$ cat src/rtl/wash_phase_timer.sv
// ============================================================================
// Module   : wash_phase_timer
// Brief    : Times the fill/heat/wash/rinse/spin phases of a washer controller
//            and raises a registered "phase elapsed" flag for the active phase.
// Revision : 1.0 - initial release
// ============================================================================
`default_nettype none

module wash_phase_timer #(
    parameter int       CNT_WIDTH        = 8,
    parameter int       FILL_CYCLES      = 3,
    parameter int       HEAT_CYCLES      = 3,
    parameter int       WASH_CYCLES      = 6,
    parameter int       RINSE_CYCLES     = 3,
    parameter int       SPIN_CYCLES      = 3,
    parameter bit [2:0] STATE_FILL_WATER = 3'd2,
    parameter bit [2:0] STATE_HEAT_WATER = 3'd3,
    parameter bit [2:0] STATE_WASH       = 3'd4,
    parameter bit [2:0] STATE_RINSE      = 3'd5,
    parameter bit [2:0] STATE_SPIN       = 3'd6
) (
    input  logic                 clock,
    input  logic                 reset_n,
    input  logic [2:0]           state,
    input  logic                 pause,
    output logic                 sig_Full,
    output logic                 sig_Temperature,
    output logic                 sig_Completed,
    output logic                 sig_Rinsed,
    output logic                 sig_Spun,
    output logic [CNT_WIDTH-1:0] remaining,
    output logic                 busy
);

    localparam int MAX_DUR = (2 ** CNT_WIDTH) - 1;

    // Reject durations the counter cannot represent, or that would never elapse.
    if (FILL_CYCLES  < 1 || FILL_CYCLES  > MAX_DUR ||
        HEAT_CYCLES  < 1 || HEAT_CYCLES  > MAX_DUR ||
        WASH_CYCLES  < 1 || WASH_CYCLES  > MAX_DUR ||
        RINSE_CYCLES < 1 || RINSE_CYCLES > MAX_DUR ||
        SPIN_CYCLES  < 1 || SPIN_CYCLES  > MAX_DUR) begin : g_dur_check
        $error("wash_phase_timer: every phase duration must be in 1..%0d", MAX_DUR);
    end

    localparam logic [CNT_WIDTH-1:0] FILL_DUR  = CNT_WIDTH'(FILL_CYCLES);
    localparam logic [CNT_WIDTH-1:0] HEAT_DUR  = CNT_WIDTH'(HEAT_CYCLES);
    localparam logic [CNT_WIDTH-1:0] WASH_DUR  = CNT_WIDTH'(WASH_CYCLES);
    localparam logic [CNT_WIDTH-1:0] RINSE_DUR = CNT_WIDTH'(RINSE_CYCLES);
    localparam logic [CNT_WIDTH-1:0] SPIN_DUR  = CNT_WIDTH'(SPIN_CYCLES);

    logic [2:0]           state_q;
    logic [CNT_WIDTH-1:0] cnt;
    logic [4:0]           sig_q;     // {spun, rinsed, completed, temperature, full}
    logic                 entry;
    logic                 timed;
    logic [CNT_WIDTH-1:0] dur;
    logic [4:0]           phase_sel;

    assign entry = (state != state_q);

    always_comb begin
        timed     = 1'b1;
        dur       = '0;
        phase_sel = 5'b00000;
        case (state_q)
            STATE_FILL_WATER: begin dur = FILL_DUR;  phase_sel = 5'b00001; end
            STATE_HEAT_WATER: begin dur = HEAT_DUR;  phase_sel = 5'b00010; end
            STATE_WASH:       begin dur = WASH_DUR;  phase_sel = 5'b00100; end
            STATE_RINSE:      begin dur = RINSE_DUR; phase_sel = 5'b01000; end
            STATE_SPIN:       begin dur = SPIN_DUR;  phase_sel = 5'b10000; end
            default:          timed = 1'b0;
        endcase
    end

    always_ff @(posedge clock or negedge reset_n) begin
        if (!reset_n) begin
            state_q <= 3'd0;
            cnt     <= '0;
            sig_q   <= 5'b00000;
        end else begin
            state_q <= state;
            if (entry || !timed) begin
                cnt   <= '0;
                sig_q <= 5'b00000;
            end else if (!pause && (cnt < dur)) begin
                cnt <= cnt + 1'b1;
                // Flag rises on the same edge the count reaches its duration.
                if (cnt == dur - 1'b1) begin
                    sig_q <= phase_sel;
                end
            end
        end
    end

    assign sig_Full        = sig_q[0];
    assign sig_Temperature = sig_q[1];
    assign sig_Completed   = sig_q[2];
    assign sig_Rinsed      = sig_q[3];
    assign sig_Spun        = sig_q[4];

    assign remaining = (timed && !entry) ? (dur - cnt) : '0;
    assign busy      = timed && !entry && (cnt < dur);

endmodule

`default_nettype wire

$ cat config.mk
export PLATFORM = sky130hd
export DESIGN_NAME = wash_phase_timer
export DESIGN_NICKNAME = d
export VERILOG_FILES = /design/src/rtl/wash_phase_timer.sv
export SDC_FILE = /design/constraint.sdc
export NUM_CORES = 1
export LEC_CHECK = 0
export CAP_MARGIN = 20
export CORE_MARGIN = 4
export CORE_UTILIZATION = 40
export DETAILED_ROUTE_END_ITERATION = 12
export GPL_ROUTABILITY_DRIVEN = 0
export GPL_TIMING_DRIVEN = 0
export PLACE_DENSITY = 0.73
export SLEW_MARGIN = 40
export SYNTH_ARGS = -nofsm -noshare
export SYNTH_HDL_FRONTEND = slang
export SYNTH_SLANG_ARGS = --single-unit
$ cat constraint.sdc
create_clock -name clock -period 4.2 [get_ports clock]
set_clock_uncertainty 0.05 [all_clocks]
set_input_delay 0.84 -clock clock [delete_from_list [all_inputs] [get_ports clock]]
set_output_delay 0.84 -clock clock [all_outputs]
set_load 0.005 [all_outputs]
; Word-level counts from Yosys, hierarchy flattened
; Index checks and enable logic that the tools add are counted.
[totals]
register_bits = 16
inputBits = 6
elab_cells = 35
output_inout_bits = 14
[classes]
add_sub_neg = 3
reduce_logical = 12
order_cmp = 1
n_mux = 9
n_eq_ne = 7
[ops]
columns = op, n
row1 = $pmux W5 S5, 1
row2 = $mux W8, 3
row3 = $mux W5, 3
row4 = $eq A3 B3 Y1 const B, 3
row5 = $add A8 B1 Y8 const B, 1
row6 = $eq A8 B8 Y1, 1
row7 = $lt A8 B8 Y1, 1
row8 = $sub A8 B1 Y8 const B, 1
row9 = $sub A8 B8 Y8, 1
row10 = $eq A3 B2 Y1 const B, 2
row11 = $pmux W3 S2, 1
row12 = $reduce_or A5 Y1, 1
row13 = $reduce_bool A2 Y1, 2
row14 = $reduce_or A4 Y1, 1
row15 = $logic_and A1 B1 Y1, 3
row16 = $logic_not A1 Y1, 3
row17 = $ne A3 B3 Y1, 1
row18 = $reduce_and A2 Y1, 1
row19 = $logic_or A1 B1 Y1, 1
row20 = $mux W1, 1

; Depth between registers and ports, before layout
; Gate-level depths: netlist (run 1).
[depth]
depth_word = 8
depth_mapped = 10
mapped_depth_nobuf = 9

; Worst setup path after synthesis (run 1)
; Ideal clock, no wire load.
[synth_timing]
path_kind = reg-to-output
startpoint = register state_q[1]
endpoint = output busy
path_buffers = 1
slack_ns = 1.050
arrival_time_ns = 2.260
path_stages_with_launch = 9
required_time_ns = 3.310
path_cell_list = dfrtp_1 -> clkbuf_1 -> and2_1 -> a21oi_1 -> inv_1 -> fa_1 -> nand2b_1 -> a211o_1 -> nor3_1
[synth_via]
elab_chain_len = 5
word_cells_on_any_way = 14
classes_between = order compare (1) / eq/ne (6) / mux (2) / reduce/logical (5)
[synth_rtl]
columns = element, line
row1 = "start, declared", 52  ; logic [2:0] state_q;
row2 = "start signal, assigned", 82  ; state_q <= state;
row3 = $eq A3 B3 Y1 or $eq A3 B2 Y1 (tied branches), 66  ; case (state_q)
row4 = $reduce_or A4 Y1 (no source line) or $reduce_or A5 Y1 (tied branches), --
row5 = $pmux W3 S2 or $mux W1 (tied branches), 66
row6 = $lt A8 B8 Y1 or $logic_and A1 B1 Y1 (tied branches), 103  ; assign busy = timed && !entry && (cnt < dur);
row7 = $logic_and A1 B1 Y1 (*), 103
row8 = "end, declared", 32  ; output logic busy
; Every way passes the cells marked *; elsewhere a longest branch is shown, timed or not.

; Worst setup path in the final report (run 1)
[layout_timing]
startpoint = register state_q[2]
endpoint = output busy
; The elaborated chain is that of the path after synthesis.

==> results of run 1 <==
==> cell usage in the layout (no fill, tap or decap), drive strengths merged <==
cell type / Yosys / routed
a2111o: 1 / 1
nand2: 9 / 9
xor2: 8 / 8
nand3b: 1 / 1
nand4: 2 / 2
o21ai: 2 / 2
or3: 1 / 1
nor3: 4 / 4
and3b: 2 / 2
o21a: 1 / 1
nand2b: 2 / 2
a21o: 1 / 1
fa: 1 / 1
ha: 4 / 4
nor4: 1 / 1
nand3: 2 / 2
a21oi: 2 / 2
and2: 2 / 2
nor2: 18 / 18
a41oi: 1 / 1
inv: 5 / 5
clkdlybuf4s50: 0 / 19
nor2b: 4 / 4
buf: 1 / 4
nor4b: 1 / 1
or2: 1 / 1
a211o: 1 / 1
a21boi: 1 / 1
a211oi: 2 / 2
or4: 1 / 1
dfrtp: 16 / 16
mux2i: 5 / 5
mux2: 1 / 1
xnor2: 2 / 2
o211ai: 1 / 1
or4bb: 1 / 1
and4b: 1 / 1
and3: 5 / 5
clkbuf: 4 / 6
==> registers in the layout, indices dropped and copies added, names as in the netlist <==
| name | cells |
|---|---|
| state_q | 3 |
| sig_q | 5 |
| cnt | 8 |
==> worst paths after layout <==
path / from / to / depth (start not counted)
max: state_q[2]$_DFF_PN0_ / busy / 8
min: sig_q[4]$_DFFE_PN0P_ / sig_q[4]$_DFFE_PN0P_ / 2
max reg2reg: state_q[2]$_DFF_PN0_ / sig_q[0]$_DFFE_PN0P_ / 9
min reg2reg: sig_q[4]$_DFFE_PN0P_ / sig_q[4]$_DFFE_PN0P_ / 2
max in group asynchronous: reset_n / state_q[2]$_DFF_PN0_ / 1
min in group asynchronous: reset_n / cnt[3]$_DFFE_PN0P_ / 1
==> layout make-up <==
class | instances | share of cell area (%)
multi-input combinational | 92 | 48.2
sequential | 16 | 28.8
timing repair buffer | 22 | 15.3
tap | 30 | 2.70
clock buffer | 4 | 2.61
inverter | 5 | 1.35
buffer | 3 | 0.990
==> routing by layer <==
layer | track usage, % | routed length (µm) | share of wire, % | up-vias
li1 | - | - | - | 454
met1 | 17.2 | 1020 | 45 | 413
met2 | 25.0 | 1150 | 50 | 14
met3 | 2.59 | 58 | 2.5 | 5
met4 | 8.54 | 54 | 2.4 | 0
met5 | 0 | 0 | 0 | -
==> repair_timing <==
| item | in CTS | in global routing |
|---|---|---|
| hold buffers | 0 | 0 |
| setup buffers | 0 | 3 |
| cloned | 0 | 0 |
| pin swaps | 0 | 1 |
| gates resized for setup | 2 | 3 |
| setup endpoints to repair | 8 | 8 |
==> worst max-delay path: stages (launching register included) <==
cell             delay [ps]
dfrtp_1                 560
and3b_1                 260
nor2_1                   60
ha_1                    220
fa_1                    440
nand2b_1                160
a211o_1                 360
nor3_1                  180
clkdlybuf4s50_1         520
==> kinds of logic (layout without fill, tap and decap cells) <==
| logic type | after synthesis | after routing | synth area share (%) |
|---|---|---|---|
| flip-flops | 16 | 16 | 37.0 |
| adder cells (fa/ha/maj) | 5 | 5 | 6.47 |
| XOR/XNOR | 10 | 10 | 8.09 |
| AND/OR/NAND/NOR | 58 | 58 | 29.2 |
| AO/OA/AOI/OAI | 13 | 13 | 9.83 |
| buffers and inverters | 10 | 34 | 3.70 |
| multiplexers | 6 | 6 | 5.66 |
==> power by group through the flow <==
stage	logic [W]	clock network (W)	registers [W]
finish	0.0000567	0.000104	0.000160
global route	0.0000626	0.000117	0.000161
CTS	0.0000544	0.000109	0.000157
detailed placement	0.0000531	0	0.000160
global placement	0.0000515	0	0.000160
floorplan	0.0000330	0	0.000160
==> stage by stage <==
stage	TNS (ps)	instance area, µm²
4_1_cts	0	1360
2_1_floorplan	0	1080
6_report	0	1390
5_1_grt	0	1390
3_3_place_gp	-99.1	1310
3_5_place_dp	-489	1310
==> flow_metrics.py, run 1 <==
metrics = {
    "cells_and_area": {
        "syn_to_final_growth_pct": 28.4,
        "antennaDiodeCount": 0,
        "multiInputGateArea_um2": 671,
        "layoutNonFillerInstCount": 172,
        "finish.utilization_pct": 55.1,
        "regArea_um2": 400,
        "n_fill_cell": 243,
        "drive_gt1_share_pct": 12.7,
        "nNetsFinal": 154,
    },
    "critical_path": {
        "end_kind": "output port",
        "cp_max_fo": 11,
        "critPathKind": "reg -> out",
        "arrival_ps": 3050,
        "cp.required_ps": 3310,
        "crit_path_start_kind": "register",
        "reg2reg_slack_ps": 1170,
    },
    "cts": {
        "cts_max_level": 1,
        "cts_max_path_buffers": 2,
        "cts.sinks": 16,
        "cts_tree": "built",
        "cts_made_buffers": 3,
        "clk_pin_slew_ps": 90,
        "clkLatencyLatePin_ps": 290,
        "cts_root_buf": "clkbuf_4",
    },
    "power_and_ir_drop": {
        "combPwrFrac_pct": 17.7,
        "p_leak_nw": 0.613,
        "p_per_area_nw_per_um2": 231,
        "swShare_pct": 26.7,
        "p_switching_w": 0.0000855,
        "p_clk_share_pct": 32.5,
        "p_total_w": 0.000321,
        "p_int_w": 0.000235,
        "pwr-share-seq_pct": 49.8,
        "ir_worst_vdd_mv": 0.186,
    },
    "synth": {
        "synth-async-reset-ratio_pct": 100,
        "yosysWarnings": 0,
        "syn_inst": 118,
        "yosysMostFrequentCell": "nor2_1",
        "avgSynthCellArea_um2": 9.17,
        "ys_types": 41,
        "synth_edf_count": 0,
        "synth_area_leaders": "dfrtp_1 (37%), xor2_1 (6.5%), nor2_1 (6.2%)",
        "synth-main-ff-cell": "dfrtp_1",
        "synth_nets": 129,
        "synth_top_area_cell": "dfrtp_1",
        "netlist.area_leader.share_pct": 37.0,
        "synthTopCellsByCount": "nor2_1 (18), dfrtp_1 (16), nand2_1 (9), xor2_1 (8)",
        "seq_area_frac_synth_pct": 37.0,
        "syn-cell-area_um2": 1080,
        "synth_seq_cells": 16,
    },
    "detailed_routing": {
        "first_iter_violations": 9,
        "firstDrtPassIters": 4,
        "postRouteAntennaNets": 0,
        "vias": 886,
        "finalWirelength_um": 2290,
        "wl_per_cell_um": 13.3,
        "vias_per_cell": 5.15,
        "drc": 0,
    },
    "die": {
        "num_rows": 18,
        "io-pin-count": 20,
        "chipHeight_um": 60.0,
        "die_w_um": 60.0,
        "initial_core_util_pct": 42.9,
        "core-area_um2": 2520,
        "die-area_um2": 3600,
    },
    "timing": {
        "relSlewSlack_pct": 51.7,
        "hold_viol": 0,
        "fmax_mhz": 254,
        "rsz0062_at_grt": "false",
        "max_slew.worst_pin.slew_ps": 723,
        "layout_setup_ws_ps": 261,
        "period_share_pct": 93.8,
        "drv_slew": 0,
        "layout_min_cycle_time_ps": 3940,
        "hold_slack_ps": 482,
        "setup_viol": 0,
    },
    "global_route": {
        "grt_max_degree": 17,
        "grt_pass1_wl_um": 3860,
        "grt_overflow": 0,
        "grt_antenna_before_repair": 0,
        "grt_use_total_pct": 14.7,
        "grt_pass1_vias": 865,
    },
    "flow_run": {
        "maxCapViolations": 0,
    },
    "place": {
        "io_buffer_count": 19,
        "dp.cells": 167,
        "dpl_worst_slack_ps": -75.8,
        "dp_hpwl_um": 1700,
    },
    "min_path": {
        "hp-class": "reg -> reg",
    },
    "outcome": {
        "status": "finished, final reports clean",
    },
}
No activity file was read; power rests on OpenSTA's default activity.
==> inputs of run 2 (changes only) <==
Clock period 4.2 ns to 5 ns, I/O delays scaled along.
==> run 2 against run 1 <==
Against the previous run: total power decreased by 18%; first-iteration DRC count decreased by 33%; final cell count decreased by 0.58%; via count decreased by 2.4%; non-clock buffer count decreased by 1; critical endpoint unchanged; highest routed layer unchanged.
==> flow_metrics.py, run 2 (synthesized netlist as in run 1, its figures left out) <==
metrics = {
    "die": {
        "io-pin-count": 20,
        "chipHeight_um": 60.0,
        "core-area_um2": 2520,
        "die_w_um": 60.0,
        "initial_core_util_pct": 42.9,
        "num_rows": 18,
        "die-area_um2": 3600,
    },
    "timing": {
        "hold_slack_ps": 481,
        "layout_min_cycle_time_ps": 4490,
        "tns_ps": 0,
        "hold_viol": 0,
        "rsz0062_at_grt": "false",
        "period_share_pct": 89.7,
        "setup_viol": 0,
        "fmax_mhz": 223,
        "relSlewSlack_pct": 52.4,
        "drv_slew": 0,
        "max_slew.worst_pin.slew_ps": 712,
    },
    "cells_and_area": {
        "regArea_um2": 400,
        "antennaDiodeCount": 0,
        "finish.utilization_pct": 53.6,
        "top_register": "cnt",
        "layoutNonFillerInstCount": 171,
        "nNetsFinal": 153,
        "n_fill_cell": 247,
        "syn_to_final_growth_pct": 24.9,
        "layout_commonest_cell": "clkdlybuf4s50_1",
        "final_cell_mix": "clkdlybuf4s50_1 (19), nor2_1 (18), dfrtp_1 (16), nand2_1 (9), xor2_1 (8)",
        "largest_reg_flops": 8,
        "drive_gt1_share_pct": 9.22,
        "multiInputGateArea_um2": 647,
        "top_regs": "cnt x8, sig_q x5, state_q x3",
    },
    "critical_path": {
        "reg2reg_slack_ps": 1590,
        "crit_path_start_kind": "register",
        "critPathKind": "reg -> out",
        "cp_max_fo": 10,
        "timing.rr.start": "state_q[1]$_DFF_PN0_",
        "arrival_ps": 3440,
        "end_kind": "output port",
        "reg2reg_depth": 10,
        "cp.required_ps": 3950,
        "r2r_end": "sig_q[0]$_DFFE_PN0P_",
    },
    "cts": {
        "cts_made_buffers": 3,
        "cts.sinks": 16,
        "cts_max_level": 1,
        "clkLatencyLatePin_ps": 290,
        "cts_setup_buffers": 0,
        "clk_pin_slew_ps": 90,
        "cts_root_buf": "clkbuf_4",
        "cts_max_path_buffers": 2,
        "cts_hold_buf": 0,
        "cts_tree": "built",
        "postCtsResizedCells": 0,
    },
    "global_route": {
        "use_met1_pct": 17.3,
        "grt_antenna_before_repair": 0,
        "grt_busiest_layer": "met2",
        "grt_overflow": 0,
        "grt_util_met2_pct": 23.9,
        "grt_max_degree": 17,
        "grt_use_total_pct": 14.5,
        "grt_pass1_wl_um": 3800,
        "grt_pass1_vias": 852,
        "met3_usage_pct": 2.59,
    },
    "detailed_routing": {
        "firstDrtPassIters": 3,
        "drc": 0,
        "wl_per_cell_um": 12.8,
        "first_iter_violations": 6,
        "vias_per_cell": 5.06,
        "postRouteAntennaNets": 0,
        "finalWirelength_um": 2190,
        "vias": 865,
    },
    "power_and_ir_drop": {
        "p_switching_w": 0.0000693,
        "combPwrFrac_pct": 16.9,
        "pwr-share-seq_pct": 50.0,
        "p_int_w": 0.000195,
        "ir_worst_vdd_mv": 0.149,
        "p_leak_nw": 0.595,
        "p_per_area_nw_per_um2": 196,
        "swShare_pct": 26.2,
        "p_clk_share_pct": 33.1,
    },
    "min_path": {
        "holdPathStages": 2,
        "hold_end": "sig_q[4]$_DFFE_PN0P_",
        "min_from": "sig_q[4]$_DFFE_PN0P_",
        "hp-class": "reg -> reg",
    },
    "outcome": {
        "status": "finished, final reports clean",
    },
    "place": {
        "dp_hpwl_um": 1700,
        "io_buffer_count": 19,
        "dp.cells": 167,
    },
    "flow_run": {
        "maxCapViolations": 0,
    },
}
==> run 2: cell type report <==
cell class | instances | share of cell area, %
multi-input cells | 92 | 47.9
flip-flops and latches | 16 | 29.6
repair buffers | 19 | 14.1
well taps | 30 | 2.78
clock buffers | 4 | 2.69
plain buffers | 5 | 1.57
inverters | 5 | 1.39
==> run 2: layer usage <==
layer,vias up,wire [µm]
li1,453,-
met1,393,1030
met2,14,1040
met3,5,62
met4,0,56
met5,-,0
==> run 2: worst max-delay path by stage <==
stage | from | end | slack (ps) | cells past startpoint
finish | state_q[1]$_DFF_PN0_ | busy | 510 | 9
floorplan | state_q[1]$_DFF_PN0_ | busy | 1690 | 8
CTS | state[0] | remaining[7] | 400 | 7
detailed placement | state[0] | remaining[7] | 400 | 7
global placement | state[0] | remaining[0] | 460 | 7
global route | state_q[1]$_DFF_PN0_ | remaining[6] | 140 | 11
==> run 2: power by group through the flow <==
stage          combinational (W)  clock (W)  sequential [W]
3_3_place_gp           0.0000432          0        0.000135
5_1_grt                0.0000499  0.0000984        0.000133
2_1_floorplan          0.0000277          0        0.000134
4_1_cts                0.0000447  0.0000914        0.000132
3_5_place_dp           0.0000446          0        0.000135
6_report               0.0000448  0.0000874        0.000132
==> run 2: stage by stage <==
| step | cell area [µm²] | setup WS, ps | total power (W) |
|---|---|---|---|
| 3_5_place_dp | 1310 | 404 | 0.000179 |
| 5_1_grt | 1350 | 137 | 0.000281 |
| 2_1_floorplan | 1080 | 1690 | 0.000162 |
| 6_report | 1350 | 514 | 0.000264 |
| 4_1_cts | 1350 | 399 | 0.000268 |
| 3_3_place_gp | 1310 | 459 | 0.000178 |
==> run 2: critical path, cell delays in order (launching register included) <==
cell	delay, ps
dfrtp_1	370
clkbuf_1	190
and2_1	240
a21oi_1	570
inv_1	140
fa_1	430
nand2b_1	160
a211o_1	360
nor3_1	180
clkdlybuf4s50_1	520
==> inputs of run 3 (changes only) <==
Settings changed: CAP_MARGIN 20 to unset.
==> results of run 3 <==
No change in the layout: final DEF, timing and power equal those of run 2.
